<file path="config.mk">
export PLATFORM = sky130hd
export DESIGN_NAME = inst_fetch_responder
export DESIGN_NICKNAME = d
export VERILOG_FILES = /design/src/rtl/inst_fetch_responder_pkg.sv /design/src/rtl/inst_fetch_responder.sv
export SDC_FILE = /design/constraint.sdc
export NUM_CORES = 1
export LEC_CHECK = 0
export ABC_AREA = 0
export CAP_MARGIN = 20
export CORE_AREA = 4 4 111 113
export CTS_BUF_LIST = sky130_fd_sc_hd__clkbuf_16
export DETAILED_ROUTE_END_ITERATION = 12
export DIE_AREA = 0 0 115 117
export PLACE_DENSITY = 0.84
export SLEW_MARGIN = 20
export SYNTH_ARGS = -nofsm -noshare
export SYNTH_HDL_FRONTEND = slang
export SYNTH_SLANG_ARGS = --single-unit
</file>
<file path="constraint.sdc">
create_clock -name clk -period 4.15 [get_ports clk]
set_input_delay 0.83 -clock clk [delete_from_list [all_inputs] [get_ports clk]]
set_output_delay 0.83 -clock clk [all_outputs]
set_load 0.005 [all_outputs]
</file>
<file path="src/rtl/inst_fetch_responder_pkg.sv">
// inst_fetch_responder_pkg: shared fetch-path types and AXI encodings.
package inst_fetch_responder_pkg;
    typedef logic [31:0] virt_t;
    localparam logic [1:0] AXI_BURST_INCR = 2'b01;
    localparam logic [2:0] AXI_SIZE_4B    = 3'b010;
    localparam logic [1:0] AXI_RESP_OKAY  = 2'b00;
    localparam int         FETCH_W        = 64;
endpackage

</file>
<file path="src/rtl/inst_fetch_responder.sv">
// inst_fetch_responder: uncached instruction fetch as 2-beat AXI reads, in-order return, flush drain.
module inst_fetch_responder
    import inst_fetch_responder_pkg::*;
#(
    parameter int         MAX_OUTSTANDING = 2,
    parameter logic [3:0] AXI_ID          = 4'd0
) (
    input  logic               clk,
    input  logic               resetn,
    input  logic               flush,
    input  logic               icache_req,
    input  virt_t              icache_addr,
    output logic               icache_addr_ok,
    output logic               icache_data_ok,
    output logic [FETCH_W-1:0] icache_rdata,
    output logic               icache_bus_err,
    output logic [3:0]         arid,
    output virt_t              araddr,
    output logic [7:0]         arlen,
    output logic [2:0]         arsize,
    output logic [1:0]         arburst,
    output logic               arvalid,
    input  logic               arready,
    input  logic [3:0]         rid,
    input  logic [31:0]        rdata,
    input  logic [1:0]         rresp,
    input  logic               rlast,
    input  logic               rvalid,
    output logic               rready
);
    localparam int CW = $clog2(MAX_OUTSTANDING + 1);
    localparam logic [CW-1:0] MAX_C = CW'(MAX_OUTSTANDING);

    logic               arvalid_q, arvalid_d;
    virt_t              araddr_q, araddr_d;
    logic [CW-1:0]      cnt_q, cnt_d, cancel_q, cancel_d;
    logic [31:0]        lo_q, lo_d;
    logic               err_q, err_d;
    logic               data_ok_q, data_ok_d;
    logic [FETCH_W-1:0] rdata_q, rdata_d;
    logic               bus_err_q, bus_err_d;
    logic               accept, r_lo, r_last, beat_err;
    logic               unused_ok;

    always_comb begin
        accept    = resetn && icache_req && !flush && (cnt_q < MAX_C) && (!arvalid_q || arready);
        r_lo      = rvalid && !rlast;
        r_last    = rvalid && rlast;
        beat_err  = rresp != AXI_RESP_OKAY;
        arvalid_d = accept ? 1'b1 : (arready ? 1'b0 : arvalid_q);
        araddr_d  = accept ? {icache_addr[31:3], 3'b000} : araddr_q;
        cnt_d     = cnt_q + CW'(accept) - CW'(r_last);
        // flush reloads with the post-completion count, so a same-cycle rlast is already excluded
        cancel_d  = flush ? cnt_d : (r_last && cancel_q != '0) ? cancel_q - CW'(1) : cancel_q;
        lo_d      = r_lo ? rdata : lo_q;
        err_d     = r_last ? 1'b0 : (err_q | (r_lo & beat_err));
        data_ok_d = r_last && !flush && cancel_q == '0;
        rdata_d   = data_ok_d ? {rdata, lo_q} : rdata_q;
        bus_err_d = data_ok_d ? (err_q | beat_err) : bus_err_q;
    end

    always_ff @(posedge clk or negedge resetn) begin
        if (!resetn) begin
            arvalid_q <= 1'b0;
            araddr_q  <= '0;
            cnt_q     <= '0;
            cancel_q  <= '0;
            lo_q      <= '0;
            err_q     <= 1'b0;
            data_ok_q <= 1'b0;
            rdata_q   <= '0;
            bus_err_q <= 1'b0;
        end else begin
            arvalid_q <= arvalid_d;
            araddr_q  <= araddr_d;
            cnt_q     <= cnt_d;
            cancel_q  <= cancel_d;
            lo_q      <= lo_d;
            err_q     <= err_d;
            data_ok_q <= data_ok_d;
            rdata_q   <= rdata_d;
            bus_err_q <= bus_err_d;
        end
    end

    assign icache_addr_ok = accept;
    assign icache_data_ok = data_ok_q && !flush;
    assign icache_rdata   = rdata_q;
    assign icache_bus_err = bus_err_q && icache_data_ok;
    assign arid           = AXI_ID;
    assign araddr         = araddr_q;
    assign arlen          = 8'd1;
    assign arsize         = AXI_SIZE_4B;
    assign arburst        = AXI_BURST_INCR;
    assign arvalid        = arvalid_q;
    assign rready         = 1'b1;
    // single ID, in-order responses; low address bits are implied by alignment
    assign unused_ok      = ^{rid, icache_addr[2:0]};
endmodule

</file>
Word level (Yosys, flattened, before mapping)
Cells that the tools add are included.

word-level totals
  flip-flop bits (word level) = 133
  input port bits = 77
  logic and storage cells = 41

cells by class
  $add $sub $neg = 3
  order comparisons = 1
  multiplexer cells = 5
  bitwise logic cells = 3
  reductions and logical operators = 20

operators with widths
  kind                                               count
  logical AND 1 bit                                  11
  nonzero test 2 bit                                 4
  2-to-1 mux 2 bit                                   2
  logical NOT 1 bit                                  3
  2-to-1 mux 1 bit                                   3
  adder 2 x 1 -> 2 bit                               1
  logical NOT 2 bit                                  1
  < comparator 2 bit (second input constant)         1
  OR 1 bit                                           2
  subtractor 2 x 1 -> 2 bit                          1
  subtractor 2 x 1 -> 2 bit (second input constant)  1
  bitwise AND 1 bit                                  1
  logical OR 1 bit                                   1

Longest topological paths before layout
  depth in word-level cells = 7
  mapped depth = 8

Worst setup path before layout
No wires, ideal clock.

  path type = input to register
  start = input arready
  end = register cancel_q[1]
  arrival time = 2.084 ns
  slack = 1.942 ns
  stages = 8
  path buffers = 1
  cells stage by stage = nand2b_1 -> nand4_1 -> buf_2 -> inv_1 -> ha_1 -> xnor2_1 -> xnor2_1 -> mux2_2

between the ends
  word-level cells in the longest chain between the ends = 5

ends and longest elaborated chain
  what                       line                        source
  start, declared            inst_fetch_responder.sv:23  input logic arready,
  logical OR 1 bit           inst_fetch_responder.sv:46  accept = resetn && icache_req && !flush && (cnt_q < MAX_C) && (!arvalid_q || arready);
  logical AND 1 bit          inst_fetch_responder.sv:46
  named net icache_addr_ok   inst_fetch_responder.sv:13  output logic icache_addr_ok,
  adder 2 x 1 -> 2 bit       inst_fetch_responder.sv:52  cnt_d = cnt_q + CW'(accept) - CW'(r_last);
  subtractor 2 x 1 -> 2 bit  inst_fetch_responder.sv:52
  named net cnt_d[1]         inst_fetch_responder.sv:36  logic [CW-1:0] cnt_q, cnt_d, cancel_q, cancel_d;
  2-to-1 mux 2 bit           inst_fetch_responder.sv:54  cancel_d = flush ? cnt_d : (r_last && cancel_q != '0) ? cancel_q - CW'(1) : cancel_q;
  end signal, assigned       inst_fetch_responder.sv:77  cancel_q <= cancel_d;
  end, declared              inst_fetch_responder.sv:36

The timed path passes the listed nets, and every way through them passes these cells.
A chain may end at the register's enable or synchronous reset.

Worst setup path in the final report
  start = input flush
  end = output icache_addr_ok

between the ends
  word-level cells in the longest chain between the ends = 4

ends and longest elaborated chain
  what                             line                        source
  start, declared                  inst_fetch_responder.sv:10  input logic flush,
  logical NOT 1 bit                inst_fetch_responder.sv:46
  logical AND 1 bit (3 in series)  inst_fetch_responder.sv:46
  end, declared                    inst_fetch_responder.sv:13

Every way passes these cells.

==> run summary <==
Clock skew -> 0.00738 ns
Setup crit end kind -> output pin
Crit-path cells -> clkdlybuf4s50_1 -> nor2_1 -> nand4_1 -> inv_1 -> clkdlybuf4s50_1
Initial antenna violation count -> 0
Max H-tree Level -> 4
Vias in the first global route -> 3499
P_sw -> 1.34 mW
Synth top area share -> 0.624
Num CTS Buffers -> 17
Worst path max stage delay -> 0.53 ns
Kind of critical path -> in2out
Critical path startpoint category -> input port
Die Wd -> 115 um
Most common cell after layout, fill and taps aside -> clkdlybuf4s50_1
Maximum VDD drop -> 0.413 mV
Min-Delay Path Class -> in2async
Clock Tree Root -> clkbuf_16
Worst-Skew Late Latency -> 0.42 ns
Syn Inst Count -> 328
Max cap viols -> 0
Post-route ant nets -> 0
Gpl congestion -> 0.720
Total GRT Usage -> 0.179
Critical Path RT -> 3.32 ns
Most frequent cells in the layout -> clkdlybuf4s50_1 (165), dfrtp_1 (133), mux2_2 (97)
Die H -> 117 um
Logic gate share of total power -> 0.337
Cells on worst reg2reg path -> 5
Peak Freq -> 0.315 GHz
Final Max Slew Viols -> 0
CTS tree -> yes
Fillers -> 809
Largest net degree at the start of global routing -> 76
Fraction of layout instances using a drive strength above 1 -> 0.313
# setup viols final -> 0
Pint -> 4.06 mW
Synth Area per Inst -> 16.3 um2
CP max FO -> 6
Max Root-Sink Buffers -> 2
Initial core utilization -> 0.471
Sw Share -> 0.248
Tmin final -> 3.17 ns
Reg2reg end -> icache_rdata[1]$_DFFE_PN0P_
Max-slew headroom -> 0.372
Overflow after GRT -> 0
Die ar. -> 13500 um2
Lkg Pwr -> 3.44 nW
Ys Warns -> 0
Worst-margin pin slew -> 0.943 ns
Synthesis-stage register bit count -> 133
Clk network pwr share -> 0.275
DR WL/cell -> 17.2 um
Cts hold-fix bufs -> 0
Reg-to-reg slack, setup -> 2.42 ns
Post-CTS setup buffers -> 0
Drt drc -> 0
HPWL after DPL -> 8040 um
Post-CTS Resized -> 0
Core Region -> 11300 um2
Clock-pin transition on the worst setup and hold timing paths -> 0.05 ns
Final Hold Fails -> 0
Clock sink total -> 133
Most used cell, CP -> clkdlybuf4s50_1
Avg Vias per Cell -> 4.79
Site row count -> 39
Worst R2R Start -> cancel_q[0]$_DFFE_PN0P_
Nets -> 581
Diode count -> 0
IO Port Bufs -> 166
Slowest cell on crit path -> clkdlybuf4s50_1
First-pass GRT wire length -> 18200 um
Final core occ -> 0.673
Mapped Area -> 5330 um2
RSZ-0062 raised after global routing -> false
Crit path DAT -> 2.34 ns
Leading area contributor after synthesis -> dfrtp_1
Final wirelength -> 11300 um
Crit share post-route -> 0.764
Starting DRT DRC Count -> 139
Sequential element share of the synthesized area -> 0.624
Seq pwr share -> 0.388
Status -> finished clean
Area growth from synthesis to layout -> 42.9%
Setup TNS Final -> 0 ns
Pwr dens -> 708 nW/um2
Cell variety after synth -> 25
IO Pins -> 195
Synth top area cells -> dfrtp_1 (62%), mux2_2 (20%), mux2_4 (7.6%)
Vias -> 3145
Pre-Repair DR Iteration Count -> 3
[worst max-delay path, delay by kind of cell]
| family | cells | cell delay [ns] |
|---|---|---|
| buffers and inverters | 3 | 1.18 |
| AND/OR/NAND/NOR | 2 | 0.33 |
[metrics by stage]
step	worst slack (ns)	hold WS, ns	cell area [um2]	power [mW]	cells
final	0.980	0.385	7620	5.39	657
after detailed placement	0.998	0.483	7030	3.96	625
after floorplan	1.94	0.442	5400	2.79	347
after CTS	0.980	0.403	7620	5.47	657
after global placement	1.02	0.468	7030	3.87	625
after global routing	0.856	0.416	7620	5.70	657
[synthesized netlist by cell type]
cell      count
nor2b_1       1
conb_1        2
nand2b_1      2
inv_1         6
o21ai_0       2
and2_1        2
nor2_1        3
buf_6         4
mux2_2       97
a21oi_1       1
xnor2_1       3
buf_4        24
dfrtp_1     133
or2_2         1
nand3b_1      1
buf_2         6
mux2i_1       1
ha_1          3
mux2_1        2
nand4_1       1
nand4b_4      1
clkbuf_2      1
nand3_1       1
nand2_1       3
mux2_4       27
[power by group through the flow]
| stage | combinational (mW) | clock, mW | sequential (mW) |
|---|---|---|---|
| 5_1_grt | 1.95 | 1.58 | 2.17 |
| 4_1_cts | 1.85 | 1.52 | 2.10 |
| 3_3_place_gp | 1.79 | 0 | 2.08 |
| 3_5_place_dp | 1.84 | 0 | 2.12 |
| 2_1_floorplan | 0.670 | 0 | 2.12 |
| 6_report | 1.82 | 1.48 | 2.10 |
[worst max-delay path by stage]
stage          startpoint                       to  slack (ns)  cells past startpoint
6_report            flush           icache_addr_ok        0.98                      5
5_1_grt             flush           icache_addr_ok        0.86                      5
4_1_cts             flush           icache_addr_ok        0.98                      5
3_5_place_dp        flush           icache_addr_ok         1.0                      5
3_3_place_gp        flush           icache_addr_ok        1.02                      5
2_1_floorplan     arready  cancel_q[1]$_DFFE_PN0P_        1.94                      8
[logic make-up after synthesis]
group	share of synthesized area
adders and majority gates	0.00704
and+or+nand+nor	0.0192
other	0.00141
DFF	0.624
xor gates and xnor gates	0.00493
AOI/OAI and AO/OA	0.00282
buffers and inverters	0.0530
muxes	0.287
[state kept, by name, indices dropped and copies added, names as in the netlist]
signal	cells
data_ok_q	1
araddr	29
cancel_q	2
lo_q	32
icache_rdata	64
arvalid	1
err_q	1
bus_err_q	1
cnt_q	2
[routing by layer]
layer  wire (um)  vias to the layer above  track usage
met5           0                        -            0
met4         159                        0       0.0563
met3         757                       15       0.0663
met2        6180                       97        0.318
met1        4220                     1597        0.200
li1            -                     1436            -
[final cells by class]
| class | instances | area [um2] | share of cell area |
|---|---|---|---|
| well taps | 143 | 179 | 0.0235 |
| clock inverters | 15 | 163 | 0.0214 |
| multi-input cells | 173 | 1790 | 0.235 |
| flip-flops and latches | 133 | 3330 | 0.437 |
| inverters | 6 | 22.5 | 0.00296 |
| clock buffers | 17 | 425 | 0.0559 |
| repair buffers | 170 | 1710 | 0.224 |
No activity file was read; power rests on OpenSTA's default activity.
